File: src/rtl/multi_core_dispatcher.sv
// Job scheduler for N CNN cores: dispatches jobs to the lowest idle core, collects
// results round-robin onto one valid/ready stream, and aborts cores that hang.
module multi_core_dispatcher #(
   parameter  int N_CORES  = 4,
   parameter  int RESULT_W = 32,
   parameter  int JOB_ID_W = 8,
   parameter  int TIMEOUT  = 1024,
   localparam int CORE_W   = (N_CORES > 1) ? $clog2(N_CORES) : 1,
   localparam int CNT_W    = $clog2(N_CORES + 1),
   localparam int WD_W     = $clog2(TIMEOUT)
) (
   input  logic                         clk,
   input  logic                         rst,
   input  logic                         job_valid,
   input  logic [JOB_ID_W-1:0]          job_id,
   output logic                         job_ready,
   output logic [N_CORES-1:0]           core_start,
   output logic [N_CORES-1:0]           core_abort,
   output logic [N_CORES*JOB_ID_W-1:0]  core_job_id,
   input  logic [N_CORES-1:0]           core_done,
   input  logic [N_CORES*RESULT_W-1:0]  core_result,
   output logic                         res_valid,
   input  logic                         res_ready,
   output logic [RESULT_W-1:0]          res_data,
   output logic [JOB_ID_W-1:0]          res_job_id,
   output logic [CORE_W-1:0]            res_core,
   output logic                         res_err,
   output logic [CNT_W-1:0]             busy_count,
   output logic                         all_idle
);

   // Handshakes: a transfer happens on a rising edge where valid and ready are both
   // high; ready never depends on valid, and valid/data hold until the transfer.

   localparam logic [1:0] S_IDLE = 2'd0;
   localparam logic [1:0] S_BUSY = 2'd1;
   localparam logic [1:0] S_HELD = 2'd2;

   logic [1:0]                  r_state     [N_CORES];
   logic [1:0]                  w_state_nxt [N_CORES];
   logic [WD_W-1:0]             r_wd        [N_CORES];
   logic [RESULT_W-1:0]         r_hold_data [N_CORES];
   logic [N_CORES-1:0]          r_hold_err;
   logic [N_CORES-1:0]          r_start;
   logic [N_CORES-1:0]          r_abort;
   logic [N_CORES*JOB_ID_W-1:0] r_job_id;
   logic [CORE_W-1:0]           r_ptr;
   logic                        r_res_valid;
   logic [RESULT_W-1:0]         r_res_data;
   logic [JOB_ID_W-1:0]         r_res_job_id;
   logic [CORE_W-1:0]           r_res_core;
   logic                        r_res_err;
   logic [CNT_W-1:0]            r_busy_cnt;

   logic [N_CORES-1:0]          w_idle;
   logic [N_CORES-1:0]          w_done_ok;
   logic [N_CORES-1:0]          w_timeout;
   logic [N_CORES-1:0]          w_disp_onehot;
   logic [CORE_W-1:0]           w_disp_idx;
   logic                        w_accept;
   logic                        w_load;
   logic                        w_sel_found;
   logic [CORE_W-1:0]           w_sel_idx;
   logic [CNT_W-1:0]            w_cnt_nxt;

   always_comb begin
      w_idle    = '0;
      w_done_ok = '0;
      w_timeout = '0;
      for (int k = 0; k < N_CORES; k++) begin
         w_idle[k]    = (r_state[k] == S_IDLE);
         // A done pulse coinciding with the start pulse belongs to no job yet.
         w_done_ok[k] = (r_state[k] == S_BUSY) && !r_start[k] && core_done[k];
         w_timeout[k] = (r_state[k] == S_BUSY) && !w_done_ok[k] &&
                        (r_wd[k] == WD_W'(TIMEOUT - 1));
      end
   end

   assign job_ready = |w_idle;
   assign w_accept  = job_valid && job_ready;
   assign w_load    = !r_res_valid || res_ready;

   always_comb begin
      w_disp_idx = '0;
      for (int k = N_CORES - 1; k >= 0; k--) begin
         if (w_idle[k]) w_disp_idx = CORE_W'(k);
      end
      w_disp_onehot = w_accept ? (N_CORES'(1) << w_disp_idx) : '0;
   end

   // First HELD core at or after the round-robin pointer, wrapping.
   always_comb begin : sel_blk
      int j;
      j           = 0;
      w_sel_found = 1'b0;
      w_sel_idx   = '0;
      for (int i = 0; i < N_CORES; i++) begin
         j = int'(r_ptr) + i;
         if (j >= N_CORES) j = j - N_CORES;
         if (!w_sel_found && (r_state[j] == S_HELD)) begin
            w_sel_found = 1'b1;
            w_sel_idx   = CORE_W'(j);
         end
      end
   end

   always_comb begin
      w_cnt_nxt = '0;
      for (int k = 0; k < N_CORES; k++) begin
         w_state_nxt[k] = r_state[k];
         case (r_state[k])
            S_IDLE:  if (w_disp_onehot[k]) w_state_nxt[k] = S_BUSY;
            S_BUSY:  if (w_done_ok[k] || w_timeout[k]) w_state_nxt[k] = S_HELD;
            S_HELD:  if (w_load && w_sel_found && (w_sel_idx == CORE_W'(k)))
                        w_state_nxt[k] = S_IDLE;
            default: w_state_nxt[k] = S_IDLE;
         endcase
         if (w_state_nxt[k] != S_IDLE) w_cnt_nxt = w_cnt_nxt + CNT_W'(1);
      end
   end

   always_ff @(posedge clk) begin
      if (rst) begin
         for (int k = 0; k < N_CORES; k++) begin
            r_state[k]     <= S_IDLE;
            r_wd[k]        <= '0;
            r_hold_data[k] <= '0;
         end
         r_hold_err   <= '0;
         r_start      <= '0;
         r_abort      <= '0;
         r_job_id     <= '0;
         r_ptr        <= '0;
         r_res_valid  <= 1'b0;
         r_res_data   <= '0;
         r_res_job_id <= '0;
         r_res_core   <= '0;
         r_res_err    <= 1'b0;
         r_busy_cnt   <= '0;
      end else begin
         r_start    <= w_disp_onehot;
         r_abort    <= w_timeout;
         r_busy_cnt <= w_cnt_nxt;
         for (int k = 0; k < N_CORES; k++) begin
            r_state[k] <= w_state_nxt[k];
            if (w_disp_onehot[k]) begin
               r_job_id[k*JOB_ID_W +: JOB_ID_W] <= job_id;
               r_wd[k]                          <= '0;
            end else if (r_state[k] == S_BUSY) begin
               r_wd[k] <= r_wd[k] + WD_W'(1);
            end
            if (w_done_ok[k]) begin
               r_hold_data[k] <= core_result[k*RESULT_W +: RESULT_W];
               r_hold_err[k]  <= 1'b0;
            end else if (w_timeout[k]) begin
               r_hold_data[k] <= '0;
               r_hold_err[k]  <= 1'b1;
            end
         end
         // The tag stays in r_job_id while HELD since only IDLE cores are dispatched.
         if (w_load) begin
            if (w_sel_found) begin
               r_res_valid  <= 1'b1;
               r_res_data   <= r_hold_data[w_sel_idx];
               r_res_job_id <= r_job_id[w_sel_idx*JOB_ID_W +: JOB_ID_W];
               r_res_core   <= w_sel_idx;
               r_res_err    <= r_hold_err[w_sel_idx];
               if (int'(w_sel_idx) == N_CORES - 1) r_ptr <= '0;
               else                                r_ptr <= w_sel_idx + CORE_W'(1);
            end else begin
               r_res_valid <= 1'b0;
            end
         end
      end
   end

   assign core_start  = r_start;
   assign core_abort  = r_abort;
   assign core_job_id = r_job_id;
   assign res_valid   = r_res_valid;
   assign res_data    = r_res_data;
   assign res_job_id  = r_res_job_id;
   assign res_core    = r_res_core;
   assign res_err     = r_res_err;
   assign busy_count  = r_busy_cnt;
   assign all_idle    = (r_busy_cnt == '0) && !r_res_valid;

endmodule

File: config.mk
export PLATFORM = sky130hd
export DESIGN_NAME = multi_core_dispatcher
export DESIGN_NICKNAME = d
export VERILOG_FILES = /design/src/rtl/multi_core_dispatcher.sv
export SDC_FILE = /design/constraint.sdc
export NUM_CORES = 1
export LEC_CHECK = 0
export CAP_MARGIN = 20
export CORE_MARGIN = 3
export CORE_UTILIZATION = 55
export CTS_BUF_LIST = sky130_fd_sc_hd__clkbuf_2
export CTS_CLUSTER_SIZE = 30
export DETAILED_ROUTE_END_ITERATION = 16
export PLACE_DENSITY_LB_ADDON = 0.3
export SLEW_MARGIN = 20
export SYNTH_ARGS = -nofsm -noshare
export SYNTH_HDL_FRONTEND = slang
export SYNTH_SLANG_ARGS = --single-unit
File: constraint.sdc
create_clock -name clk -period 12 [get_ports clk]
set_input_delay 2.4 -clock clk [delete_from_list [all_inputs] [get_ports clk]]
set_output_delay 2.4 -clock clk [all_outputs]
set_load 0.02 [all_outputs]
==> run_results.csv <==
group,metric,value,unit
status,outcome,"finished, final reports clean",
setup_path,path_class,"flop to output pin",
timing,timing.max_slew.rel_slack,0.259,
logic_synthesis,synthesis.yosys.warnings,0,
route,drt-total-wl,31500,um
min_path,hold_path_class,"flop to flop",
route,drc_errors,0,
route,avgRoutedWirePerCell,18.6,um
setup_path,cell_family_contributing_the_most_delay_on_the_critical_path,"simple AND/OR/NAND/NOR gates",
logic_synthesis,share_of_synthesized_area_occupied_by_flip_flops_and_latches,0.576,
timing,final-max-slew-violation-count,0,
global_routing,grt_pass1_vias,9556,
pwr,ir_drop,0.0734,mV
cts,worst_skew_pair.late_latency,830,ps
timing,setup_repair_after_global_routing_missed_its_margin,"false",
placement,hpwl,20400,um
route,drt_iter0_markers,544,
route,avgViaCountPerCell,5.59,
timing,achievable-frequency,0.194,GHz
setup_path,worst_setup_path_start_kind,"flop",
global_routing,grt_pass1_wl,49300,um
logic_synthesis,postSynthNetCount,1269,
cts,clock_tree.htree_level_count,3,
setup_path,required_time_of_the_critical_path,9600,ps
setup_path,critical_path.max_stage_delay,680,ps
floorplan,initial_utilization,0.562,
global_routing,grt_antenna_before_repair,1,
logic_synthesis,async_flop_share,0,
floorplan,floorplan.rows,54,
timing,hold_viol_final,0,
finish,layout.cells.most_common,"clkdlybuf4s50_1",
floorplan,die_x,156,um
finish,layout.cells.most_common_list,"clkdlybuf4s50_1 (231), edfxtp_1 (168), and2_1 (132)",
setup_path,cp_buf_inv_count,1,
logic_synthesis,synthFlopType,"edfxtp_1",
route,firstDrtPassIters,4,
logic_synthesis,number_of_enable_flip_flop_cells_after_synthesis,168,
global_routing,grt_util_all_layers,0.258,
logic_synthesis,netlist_instances,1114,
cts,cts_tree,"yes",
placement,place.port_buffers,232,
cts,num_clock_sinks,271,
pwr,pwr-share-seq,0.534,
timing,tightest_slew,1110,ps
placement,placement.cell_area,0.0148,mm^2
timing,fin_setup_tns,0,ps
setup_path,data_arrival_at_the_endpoint_of_the_critical_path,2760,ps
cts,cts_setup_buffers,0,
timing,finClkSkew,70.1,ps
setup_path,crit_path_max_fanout,11,
cts,cts_max_path_buffers,3,
cts,total_of_cells_resized_after_clock_tree_synthesis,0,
logic_synthesis,post_synth_instance_area,0.0123,mm^2
cts,numCtsBuffers,70,
pwr,p_sw_frac,0.259,
cts,cts_root_buffer,"clkbuf_2",
placement,routabilityCongestion,0.880,
finish,layout.cell_area.non_filler,0.0155,mm^2
cts,clk_slew_on_worst_s_h_paths,100,ps
pwr,power_leakage,0.00597,uW
route,final_antenna_net_count,0,
pwr,power_density,127,mW/mm^2
logic_synthesis,post_synth.cell_area_avg,11.1,um^2
logic_synthesis,synth_cell_type_count,57,
finish,n_fill_cell,1630,
cts,postCtsHoldBufs,0,
global_routing,globalRouteOverflowTotal,0,
timing,timing.final.crit_period,5160,ps
timing,setup_viol,0,
setup_path,cp-end-kind,"output pin",
timing,layout_worst_path_cycle_share,0.430,
run,drv.max_cap_violation_count,0,
logic_synthesis,ys_ff_latch,271,
finish,fin_nets,1511,
floorplan,die_h,156,um
finish,syn_to_final_growth,25.8,%
setup_path,critical_path.slowest_cell,"nor2_1",
floorplan,ios,233,
finish,final_layout_size_suffix_gt1_frac,0.108,
route,num_vias,9471,
setup_path,crit_path_cell_trace,"nor2_1, or4_1, clkdlybuf4s50_1",
pwr,clk_pwr_share,0.358,
floorplan,fp.coreArea,0.0220,mm^2
pwr,net-switching-power,511,uW
global_routing,largest_net_degree_at_the_start_of_global_routing,84,
pwr,comb_power_share,0.107,
pwr,internal_power,1460,uW
floorplan,dieArea,0.0243,mm^2
power by group through the flow:
stage | sequential (uW) | combinational (uW) | clock, uW
2_1_floorplan | 1080 | 97.2 | 0
3_3_place_gp | 1070 | 207 | 0
3_5_place_dp | 1070 | 211 | 0
4_1_cts | 1050 | 213 | 719
5_1_grt | 1060 | 227 | 771
6_report | 1050 | 212 | 706
through the flow:
stage / std cells / util / hold slack, ps / setup WS [ps] / power, uW
after floorplan: 1114 / - / 490 / 7440 / 1180
after global placement: 1564 / 0.673 / 454 / 6740 / 1280
after detailed placement: 1564 / 0.673 / 461 / 6660 / 1290
after CTS: 1693 / 0.706 / 475 / 6820 / 1990
after global routing: 1694 / 0.706 / 496 / 6510 / 2060
final: 1694 / 0.706 / 472 / 6840 / 1970
flip-flops by register name (all words and copies together) (netlist names), 2 cells and up, named ones only:
signal and cells:
r_hold_data 128, r_state 8, res_job_id 8, res_data 32
r_wd 40, r_hold_err 4, core_abort 4, core_job_id 32
res_core 2, busy_count 3, r_ptr 2, core_start 4
Yosys cell counts, types with 2 or more instances:
library cell  count  area share
a211oi_1          7      0.0043
a21boi_0         40       0.024
a21o_1            5      0.0030
a21oi_1          44       0.018
and2_1          133       0.067
and3_1           51       0.026
buf_2             8      0.0032
buf_4             5      0.0030
buf_6             9      0.0082
clkbuf_1         50       0.015
dfxtp_1         103        0.17
edfxtp_1        168        0.41
ha_1             11       0.011
inv_1            12      0.0037
mux2i_1          51       0.041
nand2_1         103       0.031
nand2b_1         17      0.0086
nand3_1          27       0.011
nand3b_1          2      0.0012
nand4_1           5      0.0025
nor2_1           75       0.023
nor2b_1          17      0.0086
nor3_1            5      0.0020
nor3b_1           3      0.0018
nor4_1            2      0.0010
o211ai_1         84       0.051
o21ai_0           9      0.0037
o21bai_1          3      0.0018
or2_2             2      0.0010
or3_1             3      0.0015
or4_1             3      0.0018
xnor2_1          11      0.0078
xor2_1           22       0.016
worst register-to-register path, stage by stage, from the launching register on:
cell,delay [ps]
dfxtp_1,470
nor2b_1,300
mux4_2,430
a2111o_2,140
buf_4,560
and2_2,830
inv_2,140
ha_1,240
a21o_1,180
o21a_1,110
ha_1,270
inv_1,170
a21o_1,120
o211ai_1,70
o21ai_0,90
o311a_1,240
ha_1,160
o211ai_1,70
a21oi_1,160
xnor2_1,130
nor2_1,50
routing by layer:
metal | track usage | wire [um]
met5 | 0 | 0
met2 | 0.428 | 15500
met3 | 0.0538 | 2010
met1 | 0.329 | 13000
met4 | 0.118 | 948
worst paths after layout:
path	from	cells past startpoint	slack [ps]	to
setup / recovery	r_state[2][0]	3	6840	job_ready
hold / removal	core_job_id[8]	2	470	core_job_id[8]
setup reg to reg	r_state[3][1]	20	6940	busy_count[2]
hold reg to reg	core_job_id[8]	2	470	core_job_id[8]
cell families after synthesis:
kind of cell    Yosys count  share of synthesized area
compound gates          208                      0.119
xor+xnor                 33                     0.0234
fa+ha+maj                11                     0.0112
buf+inv                  86                     0.0341
flops                   271                      0.576
mux                      53                     0.0441
simple gates            452                      0.192
area by class of cell:
class / instances / area, um^2 / area share
sequential: 271 / 7110 / 0.458
clock inverter: 18 / 178 / 0.0115
inverter: 13 / 48.8 / 0.00315
timing repair buffer: 243 / 2400 / 0.155
antenna: 1 / 2.50 / 0.000161
multi-input combinational: 757 / 4870 / 0.314
tap: 280 / 350 / 0.0226
clock buffer: 111 / 556 / 0.0358
No activity file was read; power rests on OpenSTA's default activity.
